===== src/rtl/seq_mult8x8_nibble.sv =====
// Sequential 8x8 unsigned multiplier built on one 4x4 Wallace tree.
// The tree is reused for four nibble products that are summed in order.

module wallacetree4x4 (
  input  logic [3:0] a,
  input  logic [3:0] b,
  output logic [7:0] prod
);

  function automatic logic [1:0] ha(
    input logic x,
    input logic y
  );
    ha = {x & y, x ^ y};
  endfunction

  function automatic logic [1:0] fa(
    input logic x,
    input logic y,
    input logic z
  );
    fa = {(x & y) | (x & z) | (y & z), x ^ y ^ z};
  endfunction

  // w_pp[i][j] carries weight i+j
  logic [3:0][3:0] w_pp;

  // stage-1 sums/carries, named by column
  logic w_s1, w_c1;
  logic w_s2, w_c2;
  logic w_s3, w_c3;
  logic w_s4, w_c4;
  logic w_s5, w_c5;

  // stage-2 sums/carries, named by column
  logic w_t3, w_k4;
  logic w_t4, w_k5;
  logic w_t5, w_k6;
  logic w_t6, w_k7;

  // final carry-propagate rows for columns 2..7
  logic [5:0] w_x;
  logic [5:0] w_y;
  logic [5:0] w_sum;

  // partial-product array
  always_comb begin
    w_pp = '0;
    for (int i = 0; i < 4; i++) begin
      for (int j = 0; j < 4; j++) begin
        w_pp[i][j] = a[j] & b[i];
      end
    end
  end

  assign {w_c1, w_s1} = ha(w_pp[0][1], w_pp[1][0]);
  assign {w_c2, w_s2} = fa(w_pp[0][2], w_pp[1][1], w_pp[2][0]);
  assign {w_c3, w_s3} = fa(w_pp[0][3], w_pp[1][2], w_pp[2][1]);
  assign {w_c4, w_s4} = fa(w_pp[1][3], w_pp[2][2], w_pp[3][1]);
  assign {w_c5, w_s5} = ha(w_pp[2][3], w_pp[3][2]);

  assign {w_k4, w_t3} = fa(w_s3, w_c2, w_pp[3][0]);
  assign {w_k5, w_t4} = ha(w_s4, w_c3);
  assign {w_k6, w_t5} = ha(w_s5, w_c4);
  assign {w_k7, w_t6} = ha(w_pp[3][3], w_c5);

  assign w_x   = {w_k7, w_t6, w_t5, w_t4, w_t3, w_s2};
  assign w_y   = {1'b0, w_k6, w_k5, w_k4, 1'b0, w_c1};
  assign w_sum = w_x + w_y;

  assign prod = {w_sum, w_s1, w_pp[0][0]};

endmodule

module seq_mult8x8_nibble (
  input  logic        clk,
  input  logic        rst,
  input  logic        in_valid,
  output logic        in_ready,
  input  logic [7:0]  a,
  input  logic [7:0]  b,
  output logic        out_valid,
  input  logic        out_ready,
  output logic [15:0] prod,
  output logic        busy
);

  typedef enum logic [1:0] {
    S_IDLE = 2'd0,
    S_CALC = 2'd1,
    S_DONE = 2'd2
  } state_t;

  state_t r_state;
  state_t w_next;

  logic [7:0]  r_a;
  logic [7:0]  r_b;
  logic [15:0] r_acc;
  logic [1:0]  r_step;

  logic        w_accept;
  logic        w_calc;
  logic [3:0]  w_ta;
  logic [3:0]  w_tb;
  logic [7:0]  w_tp;
  logic [15:0] w_term;

  wallacetree4x4 u_tree (
    .a    (w_ta),
    .b    (w_tb),
    .prod (w_tp)
  );

  // state register
  always_ff @(posedge clk) begin
    if (rst) begin
      r_state <= S_IDLE;
    end else begin
      r_state <= w_next;
    end
  end

  // next-state logic
  always_comb begin
    w_next = r_state;
    unique case (r_state)
      S_IDLE:  if (in_valid) w_next = S_CALC;
      S_CALC:  if (r_step == 2'd3) w_next = S_DONE;
      S_DONE:  if (out_ready) w_next = S_IDLE;
      default: w_next = S_IDLE;
    endcase
  end

  // handshake and status outputs decoded from state
  always_comb begin
    in_ready  = (r_state == S_IDLE);
    out_valid = (r_state == S_DONE);
    busy      = (r_state != S_IDLE);
  end

  assign w_accept = in_ready & in_valid;
  assign w_calc   = (r_state == S_CALC);

  // nibble selection and weighting for the current step
  always_comb begin
    w_ta   = r_a[3:0];
    w_tb   = r_b[3:0];
    w_term = {8'h00, w_tp};
    unique case (r_step)
      2'd0: begin
        w_ta   = r_a[3:0];
        w_tb   = r_b[3:0];
        w_term = {8'h00, w_tp};
      end
      2'd1: begin
        w_ta   = r_a[7:4];
        w_tb   = r_b[3:0];
        w_term = {4'h0, w_tp, 4'h0};
      end
      2'd2: begin
        w_ta   = r_a[3:0];
        w_tb   = r_b[7:4];
        w_term = {4'h0, w_tp, 4'h0};
      end
      2'd3: begin
        w_ta   = r_a[7:4];
        w_tb   = r_b[7:4];
        w_term = {w_tp, 8'h00};
      end
      default: begin
        w_ta   = r_a[3:0];
        w_tb   = r_b[3:0];
        w_term = {8'h00, w_tp};
      end
    endcase
  end

  // operand capture, accumulation and step count
  always_ff @(posedge clk) begin
    if (rst) begin
      r_a    <= 8'h00;
      r_b    <= 8'h00;
      r_acc  <= 16'h0000;
      r_step <= 2'd0;
    end else if (w_accept) begin
      r_a    <= a;
      r_b    <= b;
      r_acc  <= 16'h0000;
      r_step <= 2'd0;
    end else if (w_calc) begin
      r_acc  <= r_acc + w_term;
      r_step <= r_step + 2'd1;
    end
  end

  assign prod = r_acc;

endmodule


===== config.mk =====
export PLATFORM = sky130hd
export DESIGN_NAME = seq_mult8x8_nibble
export DESIGN_NICKNAME = d
export VERILOG_FILES = /design/src/rtl/seq_mult8x8_nibble.sv
export SDC_FILE = /design/constraint.sdc
export NUM_CORES = 1
export LEC_CHECK = 0
export ABC_AREA = 1
export CORE_ASPECT_RATIO = 0.5
export CORE_UTILIZATION = 35
export DETAILED_ROUTE_END_ITERATION = 16
export SLEW_MARGIN = 40
export SYNTH_ARGS = -nofsm -noshare
export SYNTH_HDL_FRONTEND = slang
export SYNTH_SLANG_ARGS = --single-unit

===== constraint.sdc =====
create_clock -name clk -period 5.22 [get_ports clk]
set_input_delay 1.305 -clock clk [delete_from_list [all_inputs] [get_ports clk]]
set_output_delay 1.305 -clock clk [all_outputs]
set_load 0.01 [all_outputs]

### After elaboration in Yosys (flattened, before gate mapping)

Cells that the tools add are included.

* logic and storage cells: 88
* input bits: 20
* bits in registers: 36
* output and inout port bits: 19

* equality and inequality tests: 8
* add/sub/neg operators: 3
* reduce and logical (&&, ||, !) cells: 10
* bitwise gates (word level): 55
* multiplexer cells: 7

Operators with widths (count)
* $pmux 16 s3: 1
* $and 1x1->1: 34
* $add 16x16->16: 1
* $pmux 4 s2: 2
* $xor 1x1->1: 13
* $reduce_or 2->1: 6
* $or 1x1->1: 8
* $add 6x5->6: 1
* $eq 2x2->1 const B: 3
* $mux 2: 3
* $pmux 2 s3: 1
* $eq 2x1->1 const B: 2
* $logic_not 2->1: 2
* $ne 2x1->1 const B: 2
* $reduce_and 3->1: 1
* $add 2x1->2 const B: 1
* $ne 2x2->1 const B: 1
* $reduce_bool 2->1: 1

### Logic depth before layout (Yosys ltp)

* word-level depth: 13
* mapped depth: 33

### Hierarchy

Synthesis repeated with hierarchy kept, for this count alone.

* cells, all modules: 490
* area, all modules: 3037.9 µm²

Modules (own cells, without submodules)
* seq_mult8x8_nibble: area an instance 2593.7 µm², instances 1, sequential area each 720.7 µm², cells each 421
* wallacetree4x4: area an instance 444.2 µm², instances 1, sequential area each 0.0 µm², cells each 69

### Worst setup path after synthesis

Ideal clock, no wire load.

* path kind: flip-flop to flip-flop
* from: register r_step[0]
* to: register r_acc[11], in the netlist prod[11]
* path buffers: 0
* cell stages (with the launch flop): 26
* path slack: 1082 ps
* data arrival time: 4029 ps
* required time: 5111 ps
* clock period less this slack: 4138 ps
* path through: dfxtp_1 > inv_1 > ha_1 > nor2_1 > nand2_1 > o21ai_1 > nand2_1 > fa_1 > fa_1 > inv_1 > ha_1 > nand2_1 > nor2_1 > nor2_1 > xor2_1 > o22ai_1 > ha_1 > nand2_2 > inv_1 > a21oi_1 > nand2_2 > a21oi_2 > xor2_1 > nand2_1 > nand2_1 > inv_1

* cells in the longest elaborated chain, start to end: 13
* elaborated cells on any way between the ends: 68
* those cells by class: 2 x add/sub; 3 x eq/ne; 3 x mux; 54 x bitwise; 6 x reduce/logical

RTL lines
* start, declared: line 100 `logic [1:0] r_step;`
* start signal, assigned: line 193 `r_step <= r_step + 2'd1;`
* $eq 2x2->1, or another cell as far along: line 150 `unique case (r_step)`
* $reduce_or 2->1 (no line)
* $pmux 4 s2: line 150
* $and 1x1->1: line 51 `w_pp[i][j] = a[j] & b[i];`
* $and 1x1->1: line 22 `fa = {(x & y) | (x & z) | (y & z), x ^ y ^ z};`
* $or 1x1->1 (2 in a row): line 22
* $and 1x1->1: line 22
* $or 1x1->1 (2 in a row): line 22
* $add 6x5->6: line 69 `assign w_sum = w_x + w_y;`
* $pmux 16 s3 (*): line 150
* $add 16x16->16 (*): line 192 `r_acc <= r_acc + w_term;`
* end signal, assigned: line 192
* end, declared: line 99 `logic [15:0] r_acc;`

Every way passes the cells marked *; elsewhere a longest branch is shown, timed or not.
A chain may end at the register's enable or synchronous reset.

### Worst setup path in the final report

Ends and elaborated chain as after synthesis.

==> flow_metrics.py <==
metrics = {
    "run_status": {
        "status": "finished clean",
    },
    "floorplanning": {
        "io_pins": 39,
        "start_util_pct": 37.8,
        "design.die.area_mm2": 0.00865,
        "die_h_um": 66.3,
        "placementRows": 22,
        "fp.coreArea_mm2": 0.00765,
        "chipWidth_um": 131,
    },
    "worst_setup_path": {
        "cp_slowest_cell": "fa_1",
        "worstRegToRegCells": 24,
        "largest_delay_share_family_worst_path": "adder cells",
        "critical_path.reg2reg.startpoint": "r_step[0]",
        "worst_setup_path_start_kind": "flop",
        "data_required_time_of_the_worst_path_ps": 5400,
        "crit_fanout": 8,
        "cp-end-kind": "flop",
        "critPathBufInv": 4,
        "worstSetupPathDepth": 24,
        "crit_path_kind": "reg -> reg",
        "critPathArrivalTime_ps": 4840,
        "reg2reg_slack_ps": 560,
        "crit_start": "r_step[0]",
        "max_stage_delay_ps": 570,
        "timing_endpoint_of_the_critical_path": "prod[11]",
        "cp_cell_sequence": "inv_1, ha_1, nor2_1, nand2_1, o21ai_1, nand2_1, fa_1, fa_1, inv_1, ha_1, nand3_1, nand2_1, xnor2_1, o22ai_1, ha_1, nand2_2, inv_1, a21oi_1, nand2_2, a21oi_2, xor2_1, nand2_1, nand2_1, inv_1",
        "r2r_end": "prod[11]",
        "critPathMostFrequentCell": "nand2_1",
    },
    "cts": {
        "post-cts-setup-buffers": 0,
        "sink_count": 36,
        "cts_root_buf": "clkbuf_16",
        "tritoncts.num_buffers": 5,
        "clk_transition_reported_paths_ps": 60,
        "cts_htree_levels": 2,
        "clk_latency_ps": 280,
        "hold_buffers": 0,
        "cts_max_path_buffers": 2,
        "tritoncts": "done",
        "post_cts_resized": 0,
    },
    "synth": {
        "synth-seq-cells": 36,
        "synth-adder-area-share_pct": 16.0,
        "synth-main-ff-cell": "dfxtp_1",
        "synth_edf_count": 0,
        "asyncSetResetFlopFracSynth_pct": 0,
        "synth_top_family_by_area": "simple AND/OR/NAND/NOR gates",
        "synthesis.yosys.warnings": 0,
        "synth.mux.area_fraction_pct": 0,
        "post-synth-top-area-cell": "dfxtp_1",
        "postSynthCellCount": 435,
        "syn-num-nets": 489,
        "netlist_top_cells_area": "dfxtp_1 (25%), ha_1 (13%), nand2_1 (12%), inv_1 (9.0%), nor2_1 (8.2%)",
        "synth_simple_gate_area_share_pct": 28.9,
        "post_syn_area_mm2": 0.00289,
        "yosys.area_share.xor_xnor_pct": 3.03,
        "yosys.cell_count.top_type": "nand2_1",
        "synth_compound_gate_area_share_pct": 15.2,
        "syn_avg_cell_area_um2": 6.65,
        "synth.top_cells.by_count": "nand2_1 (90), inv_1 (69), nor2_1 (63)",
        "yosysUniqueCellTypes": 35,
        "area_share_of_the_largest_cell_type_after_synthesis_pct": 24.9,
        "synth_seq_area_share_pct": 24.9,
    },
    "placed_design": {
        "dp_hpwl_mm": 5.15,
        "input_output_buffers": 38,
        "place.gp.congestion": 0.835,
        "detailed_place.area_mm2": 0.00336,
    },
    "final_layout": {
        "finish.utilization_pct": 46.0,
        "layout-drive-gt1-share_pct": 6.75,
        "syn2layout_area_growth_pct": 21.8,
        "postLayoutCellArea_mm2": 0.00352,
        "multi_input_area_mm2": 0.00183,
        "register_area_um2": 721,
        "antennaDiodeCount": 0,
        "filler_cell_count": 826,
        "finish.net_count": 527,
    },
    "global_route": {
        "grt_antenna_before_repair": 0,
        "grt_start_max_net_pins": 28,
        "overflow": 0,
        "global_route.usage.total_pct": 17.1,
        "grt_pass1_vias": 2526,
        "grt_first_pass_wirelength_mm": 11.4,
    },
    "sta": {
        "tightestPinTransition_ps": 620,
        "clock_skews_ps": 4.68,
        "clock.fmax_mhz": 215,
        "timing.final.setup_violations": 0,
        "hold_viol_final": 0,
        "setup_repair_after_global_routing_missed_its_margin": "no",
        "fin_tns_setup_ps": 0,
        "timing_max_transition_violations_final": 0,
        "relSlewSlack_pct": 58.6,
        "timing.hold.ws_ps": 452,
        "final_min_period_over_clock_period_pct": 89.3,
        "crit_path_time_final_ps": 4660,
    },
    "drt": {
        "routed_vias_inst": 4.49,
        "totalWireLength_mm": 6.40,
        "detailedRoute.firstPassIterationCount": 5,
        "drt_first_iter_violations": 93,
        "post-route-drc-count": 0,
        "postRouteAntennaNets": 0,
        "routed_wire_length_per_instance_um": 11.0,
        "vias": 2616,
    },
    "power_and_ir_drop": {
        "static_leakage_nw": 1.72,
        "clkPwrFrac_pct": 41.8,
        "cell_internal_pwr_uw": 588,
        "power_switching_uw": 225,
        "power.combinational.fraction_pct": 20.8,
        "switching_share_pct": 27.7,
        "seq_power_share_pct": 37.4,
        "post-layout-total-power_uw": 813,
        "pwr_density_cell_mw_per_mm2": 231,
        "vdd_drop_max_mv": 0.117,
    },
    "hold_path": {
        "worstHoldPathType": "reg -> reg",
    },
    "flow_run": {
        "max_capacitance_violation_total": 0,
    },
}
## layer usage
metal	routed length (µm)	GRT usage [%]	vias up
li1	-	-	1455
met2	2710	27.0	31
met5	0	0	-
met4	27	4.60	0
met1	3440	23.1	1128
met3	223	4.13	2
## area by class of cell
cell class | count | area share [%]
multi-input cells | 316 | 51.9
flip-flops and latches | 36 | 20.5
repair buffers | 38 | 10.8
inverters | 76 | 8.38
well taps | 108 | 3.84
clock buffers | 6 | 3.66
clock inverters | 2 | 0.995
## metrics by stage
step	cells	worst slack, ps
finish	582	559
floorplan	435	1080
global placement	574	603
detailed placement	574	527
global route	582	61.2
CTS	582	531
## flip-flops by register name (all words and copies together) (netlist names)
| signal | cells |
|---|---|
| prod | 16 |
| r_a | 8 |
| r_b | 8 |
| r_state | 2 |
| r_step | 2 |
## logic make-up after synthesis
family / Yosys count
AND/OR/NAND/NOR: 193
XOR/XNOR: 10
adder cells (fa/ha/maj): 34
buffers and inverters: 83
flip-flops: 36
AO/OA/AOI/OAI: 79
## power groups by stage
| stage | clock network, mW | registers, mW | logic (mW) |
|---|---|---|---|
| 2_1_floorplan | 0 | 0.311 | 0.116 |
| 3_3_place_gp | 0 | 0.310 | 0.169 |
| 3_5_place_dp | 0 | 0.311 | 0.170 |
| 4_1_cts | 0.349 | 0.304 | 0.171 |
| 5_1_grt | 0.366 | 0.307 | 0.194 |
| 6_report | 0.340 | 0.304 | 0.169 |
## how the worst min path moves through the flow
stage	from	endpoint	slack, ps	depth (start not counted)
global placement	r_a[6]	r_a[6]	450	2
global route	r_a[7]	r_a[7]	490	2
finish	r_a[7]	r_a[7]	450	2
CTS	r_a[7]	r_a[7]	460	2
floorplan	r_a[5]	r_a[5]	420	2
detailed placement	r_a[7]	r_a[7]	450	2
## tightest hold or removal path: cells and delay by family (launching register included)
family / cells / cell delay [ps]
flip-flops: 1 / 290
AO/OA/AOI/OAI: 1 / 50
buffers and inverters: 1 / 60
## cell usage in the layout, fill, tap and decap left out, drive strengths merged, types with 2 or more instances in the layout
cell type	n
xor2	8
inv	76
nor3	2
nand3	17
nand4	3
o22ai	8
clkdlybuf4s50	38
clkbuf	6
o21bai	2
fa	5
xnor2	2
o21ai	35
nand2	94
a21o	3
dfxtp	36
or2	2
ha	29
a21oi	27
nor2	73
a31oi	2
(Power assumes the default switching activity.)
